<file path="config.mk">
export PLATFORM = sky130hd
export DESIGN_NAME = axis_reg_slice
export DESIGN_NICKNAME = d
export VERILOG_FILES = /design/src/rtl/axis_reg_pkg.sv /design/src/rtl/axis_pkt_stats.sv /design/src/rtl/axis_reg_slice.sv
export SDC_FILE = /design/constraint.sdc
export NUM_CORES = 1
export LEC_CHECK = 0
export ABC_AREA = 0
export BUFFER_PORTS_ARGS = -buffer_cell sky130_fd_sc_hd__buf_4
export CAP_MARGIN = 15
export CORE_ASPECT_RATIO = 1.25
export CORE_UTILIZATION = 40
export DETAILED_ROUTE_END_ITERATION = 8
export PLACE_DENSITY_LB_ADDON = 0.12
export REMOVE_ABC_BUFFERS = 1
export SKIP_CTS_REPAIR_TIMING = 1
export SLEW_MARGIN = 40
export SYNTH_ARGS = -nofsm -noshare
export SYNTH_HDL_FRONTEND = slang
export SYNTH_HIERARCHICAL = 1
export SYNTH_SLANG_ARGS = --single-unit
</file>
<file path="constraint.sdc">
create_clock -name counter_clk -period 5 [get_ports counter_clk]
set_input_delay 0.5 -clock counter_clk [delete_from_list [all_inputs] [get_ports counter_clk]]
set_output_delay 0.5 -clock counter_clk [all_outputs]
set_load 0.005 [all_outputs]
</file>
<file path="src/rtl/axis_reg_pkg.sv">
// Shared definitions for the AXI-Stream register slice: state encoding and default widths.
package axis_reg_pkg;

    localparam logic [1:0] ST_EMPTY = 2'd0;
    localparam logic [1:0] ST_BUSY  = 2'd1;
    localparam logic [1:0] ST_FULL  = 2'd2;

    localparam int DEF_DATA_W    = 32;
    localparam int DEF_PKT_CNT_W = 16;

    typedef enum logic [1:0] {
        S_EMPTY = ST_EMPTY,
        S_BUSY  = ST_BUSY,
        S_FULL  = ST_FULL
    } slice_state_e;

endpackage

</file>
<file path="src/rtl/axis_pkt_stats.sv">
// Beat and packet counters for any stream tap: driven by a handshake strobe and the last flag.
module axis_pkt_stats
    import axis_reg_pkg::*;
#(
    parameter int DataWidth     = DEF_DATA_W,
    parameter int PktCountWidth = DEF_PKT_CNT_W
) (
    input  logic                     counter_clk,
    input  logic                     reset,
    input  logic                     hs_i,
    input  logic                     last_i,
    output logic [DataWidth-1:0]     beat_count_o,
    output logic [PktCountWidth-1:0] pkt_count_o
);

    logic [DataWidth-1:0]     beat_q, beat_d;
    logic [PktCountWidth-1:0] pkt_q, pkt_d;

    always_comb begin
        beat_d = beat_q;
        pkt_d  = pkt_q;
        if (hs_i) begin
            if (last_i) begin
                beat_d = '0;
                pkt_d  = pkt_q + 1'b1;
            end else begin
                beat_d = beat_q + 1'b1;
            end
        end
    end

    always_ff @(posedge counter_clk or negedge reset) begin
        if (!reset) begin
            beat_q <= '0;
            pkt_q  <= '0;
        end else begin
            beat_q <= beat_d;
            pkt_q  <= pkt_d;
        end
    end

    assign beat_count_o = beat_q;
    assign pkt_count_o  = pkt_q;

endmodule

</file>
<file path="src/rtl/axis_reg_slice.sv">
// Two-entry skid buffer for AXI-Stream: every output, including s_ready, comes straight from a flop.
module axis_reg_slice
    import axis_reg_pkg::*;
#(
    parameter int DataWidth     = DEF_DATA_W,
    parameter int PktCountWidth = DEF_PKT_CNT_W
) (
    input  logic                     counter_clk,
    input  logic                     reset,
    input  logic [DataWidth-1:0]     s_data,
    input  logic                     s_valid,
    input  logic                     s_last,
    output logic                     s_ready,
    output logic [DataWidth-1:0]     m_data,
    output logic                     m_valid,
    output logic                     m_last,
    input  logic                     m_ready,
    output logic [DataWidth-1:0]     beat_count,
    output logic [PktCountWidth-1:0] pkt_count
);

    slice_state_e         state_q, state_d;
    logic [DataWidth-1:0] main_data_q, main_data_d;
    logic                 main_last_q, main_last_d;
    logic [DataWidth-1:0] skid_data_q, skid_data_d;
    logic                 skid_last_q, skid_last_d;
    logic                 s_ready_q, s_ready_d;
    logic                 m_valid_q, m_valid_d;
    logic                 accept;
    logic                 consume;

    assign accept  = s_valid && s_ready_q;
    assign consume = m_valid_q && m_ready;

    always_comb begin
        state_d     = state_q;
        main_data_d = main_data_q;
        main_last_d = main_last_q;
        skid_data_d = skid_data_q;
        skid_last_d = skid_last_q;
        case (state_q)
            S_EMPTY: begin
                if (accept) begin
                    main_data_d = s_data;
                    main_last_d = s_last;
                    state_d     = S_BUSY;
                end
            end
            S_BUSY: begin
                if (accept && m_ready) begin
                    main_data_d = s_data;
                    main_last_d = s_last;
                end else if (accept) begin
                    skid_data_d = s_data;
                    skid_last_d = s_last;
                    state_d     = S_FULL;
                end else if (m_ready) begin
                    state_d = S_EMPTY;
                end
            end
            S_FULL: begin
                if (m_ready) begin
                    main_data_d = skid_data_q;
                    main_last_d = skid_last_q;
                    state_d     = S_BUSY;
                end
            end
            default: state_d = S_EMPTY;
        endcase
        // Handshake flags are decoded from the next state so they leave the block registered.
        s_ready_d = (state_d != S_FULL);
        m_valid_d = (state_d != S_EMPTY);
    end

    always_ff @(posedge counter_clk or negedge reset) begin
        if (!reset) begin
            state_q     <= S_EMPTY;
            main_data_q <= '0;
            main_last_q <= 1'b0;
            skid_data_q <= '0;
            skid_last_q <= 1'b0;
            s_ready_q   <= 1'b0;
            m_valid_q   <= 1'b0;
        end else begin
            state_q     <= state_d;
            main_data_q <= main_data_d;
            main_last_q <= main_last_d;
            skid_data_q <= skid_data_d;
            skid_last_q <= skid_last_d;
            s_ready_q   <= s_ready_d;
            m_valid_q   <= m_valid_d;
        end
    end

    assign s_ready = s_ready_q;
    assign m_valid = m_valid_q;
    assign m_data  = main_data_q;
    assign m_last  = main_last_q;

    axis_pkt_stats #(
        .DataWidth     (DataWidth),
        .PktCountWidth (PktCountWidth)
    ) u_stats (
        .counter_clk  (counter_clk),
        .reset        (reset),
        .hs_i         (consume),
        .last_i       (main_last_q),
        .beat_count_o (beat_count),
        .pkt_count_o  (pkt_count)
    );

endmodule

</file>
==> results.sh <==
export IMPL_cts_tree="built"
export IMPL_drive_gt1_share_pct=34.3
export IMPL_core_um2=13200
export IMPL_max_freq_ghz=0.420
export IMPL_synthAdderAreaFrac_pct=0.465
export IMPL_synth_distinct_cells=46
export IMPL_synthMuxAreaShare_pct=7.48
export IMPL_synth_top_family_by_area="compound AO/OA/AOI/OAI gates"
export IMPL_final_cell_mix="123 x buf_4, 118 x dfrtp_1, 34 x o21a_1, 34 x mux2_2, 33 x o32a_1"
export IMPL_ff2ff_setup_slack_ps=2620
export IMPL_leakage_nw=3.07
export IMPL_syn_area_um2=5380
export IMPL_yosysWarnings=6
export IMPL_areaGrowthSynthToFinish_pct=30.9
export IMPL_rows=47
export IMPL_numCtsBuffers=17
export IMPL_p_total_mw=3.82
export IMPL_setup_tns_ps=0
export IMPL_die_x_um=106
export IMPL_worstPathRequired_ps=5320
export IMPL_p_per_area_nw_per_um2=542
export IMPL_cts_sinks=118
export IMPL_synth_edf_count=0
export IMPL_synth_ff_type="dfrtp_1"
export IMPL_drt_iter0_drc=112
export IMPL_final_util_pct=53.5
export IMPL_setup_viol=0
export IMPL_yosys_area_share_simple_pct=13.3
export IMPL_die_h_um=132
export IMPL_finalCriticalPeriod_ps=2380
export IMPL_intPower_mw=2.73
export IMPL_crit_path_start="m_valid$_DFF_PN0_"
export IMPL_antenna_found_initial=0
export IMPL_crit_path_end="u_stats/beat_count_o[24]$_DFFE_PN0P_"
export IMPL_combPwrFrac_pct=25.2
export IMPL_drt_total_wl_um=13000
export IMPL_synthTopCellsByArea="dfrtp_1 55%, mux2_2 7.1%, o32a_1 6.1%"
export IMPL_cp_max_fo=23
export IMPL_initial_utilization_pct=40.9
export IMPL_htreeDepth=4
export IMPL_place_area_um2=6390
export IMPL_r2r_end="u_stats/beat_count_o[24]$_DFFE_PN0P_"
export IMPL_power_frac_clock_pct=34.5
export IMPL_grt_overflow=0
export IMPL_multi_input_area_um2=2260
export IMPL_reg2reg_from="m_valid$_DFF_PN0_"
export IMPL_timing_final_max_slew_violations=0
export IMPL_async_reset_ff_share_pct=100
export IMPL_maxCapViolCount=0
export IMPL_routedWlPerCell_um=17.3
export IMPL_ios=120
export IMPL_gp_congestion=0.775
export IMPL_cts_root_buf="clkbuf_16"
export IMPL_firstDrtPassIters=4
export IMPL_avgSynthCellArea_um2=11.9
export IMPL_drc_errors=0
export IMPL_grt_pass1_vias=4357
export IMPL_final_common_cell="buf_4"
export IMPL_endpoint_kind="flop"
export IMPL_p_switching_mw=1.08
export IMPL_grt_max_degree=83
export IMPL_synthCells=453
export IMPL_hold_viol_final=0
export IMPL_finClkSkew_ps=8.26
export IMPL_critPathKind="reg -> reg"
export IMPL_synth_xor_xnor_area_share_pct=3.25
export IMPL_viasPerCell=5.62
export IMPL_ant_nets=0
export IMPL_cp_arrival_ps=2700
export IMPL_synth_compound_area_share_pct=17.3
export IMPL_hold_path_class="in -> async"
export IMPL_n_fill_cell=1183
export IMPL_whs_ps=112
export IMPL_status="completed"
export IMPL_r2r_cells=4
export IMPL_rsz0062_at_grt="false"
export IMPL_slew_headroom_pct=46.5
export IMPL_yosys_area_top_type="dfrtp_1"
export IMPL_max_vdd_ir_drop_mv=0.286
export IMPL_startpoint_type="flop"
export IMPL_sequentialPowerShare_pct=40.3
export IMPL_yosys_area_top_type_share_pct=54.8
export IMPL_dp_hpwl_um=8300
export IMPL_clk_path_buf_depth=2
export IMPL_antennaDiodeCount=0
export IMPL_dieArea_um2=13900
export IMPL_final_area_um2=7050
export IMPL_period_share_pct=47.6
export IMPL_ys_ff_latch=118
export IMPL_seqCellArea_um2=2950
export IMPL_grt_usage_pct=19.7
export IMPL_ys_seq_area_share_pct=54.8
export IMPL_clk_pin_slew_ps=60
export IMPL_nets=607
export IMPL_num_vias=4229
export IMPL_clk_latency_ps=410
export IMPL_grt_pass1_wl_um=21900
export IMPL_numPortBuffers=119
export IMPL_p_sw_share_pct=28.4
export IMPL_max_slew_worst_pin_slew_ps=802
layer usage:
layer / GRT usage, % / part of all wire, % / vias up
met2: 34.1 / 52 / 103
met3: 5.21 / 5.0 / 17
li1: - / - / 1954
met4: 7.48 / 1.6 / 0
met1: 23.2 / 42 / 2155
met5: 0 / 0 / -
worst min path at each step:
stage / start / to / slack (ps)
2_1_floorplan: reset / m_data[0]$_DFFE_PN0P_ / 200
3_3_place_gp: u_stats/pkt_count_o[15]$_DFFE_PN0P_ / u_stats/pkt_count_o[15]$_DFFE_PN0P_ / 470
3_5_place_dp: u_stats/pkt_count_o[15]$_DFFE_PN0P_ / u_stats/pkt_count_o[15]$_DFFE_PN0P_ / 480
4_1_cts: reset / u_stats/beat_count_o[6]$_DFFE_PN0P_ / 190
5_1_grt: reset / u_stats/beat_count_o[6]$_DFFE_PN0P_ / 190
6_report: reset / u_stats/beat_count_o[6]$_DFFE_PN0P_ / 110
flip-flops by register name, summed over array words and instances, names as in the netlist:
register / flops
m_last: 1
s_ready: 1
skid_data_q: 32
u_stats/pkt_count_o: 16
state_q: 2
skid_last_q: 1
m_data: 32
m_valid: 1
u_stats/beat_count_o: 32
cells by family after synthesis:
| family | Yosys count |
|---|---|
| AOI/OAI and AO/OA | 123 |
| DFF | 118 |
| muxes | 36 |
| and+or+nand+nor | 118 |
| buffers and inverters | 36 |
| adders and majority gates | 2 |
| xor gates and xnor gates | 20 |
Yosys cell counts, types with 11 or more instances:
cell type,instances
dfrtp_1,118
o32a_1,33
nand4_1,11
xnor2_1,11
or4_1,13
o31ai_1,14
nand2_1,24
nand3_1,16
a21oi_1,22
nor2_1,12
mux2_2,34
o21a_1,34
final cells by class:
type | instances | share of cell area [%]
Inverter | 8 | 0.426
Tap cell | 171 | 3.04
Clock buffer | 21 | 6.82
Clock inverter | 11 | 2.43
Timing Repair Buffer | 124 | 13.3
Sequential cell | 118 | 41.9
Multi-Input combinational cell | 299 | 32.1
stage by stage:
stage | setup WS, ps | cells
2_1_floorplan | 2190 | 425
3_3_place_gp | 2300 | 720
3_5_place_dp | 2300 | 720
4_1_cts | 2590 | 752
5_1_grt | 2410 | 752
6_report | 2620 | 752
power groups by stage:
stage | Sequential (mW) | Clock [mW] | Combinational (mW)
floorplan | 1.50 | 0 | 0.510
global placement | 1.54 | 0 | 0.943
detailed placement | 1.55 | 0 | 0.971
CTS | 1.54 | 1.34 | 0.976
global route | 1.58 | 1.39 | 1.05
finish | 1.54 | 1.32 | 0.962
critical path, cell delays in order (launching register included):
cell and delay, ps:
dfrtp_1 330, and2_1 650, nand4_2 510, or4_1 630, a21oi_1 160
No activity file was read; power rests on OpenSTA's default activity.
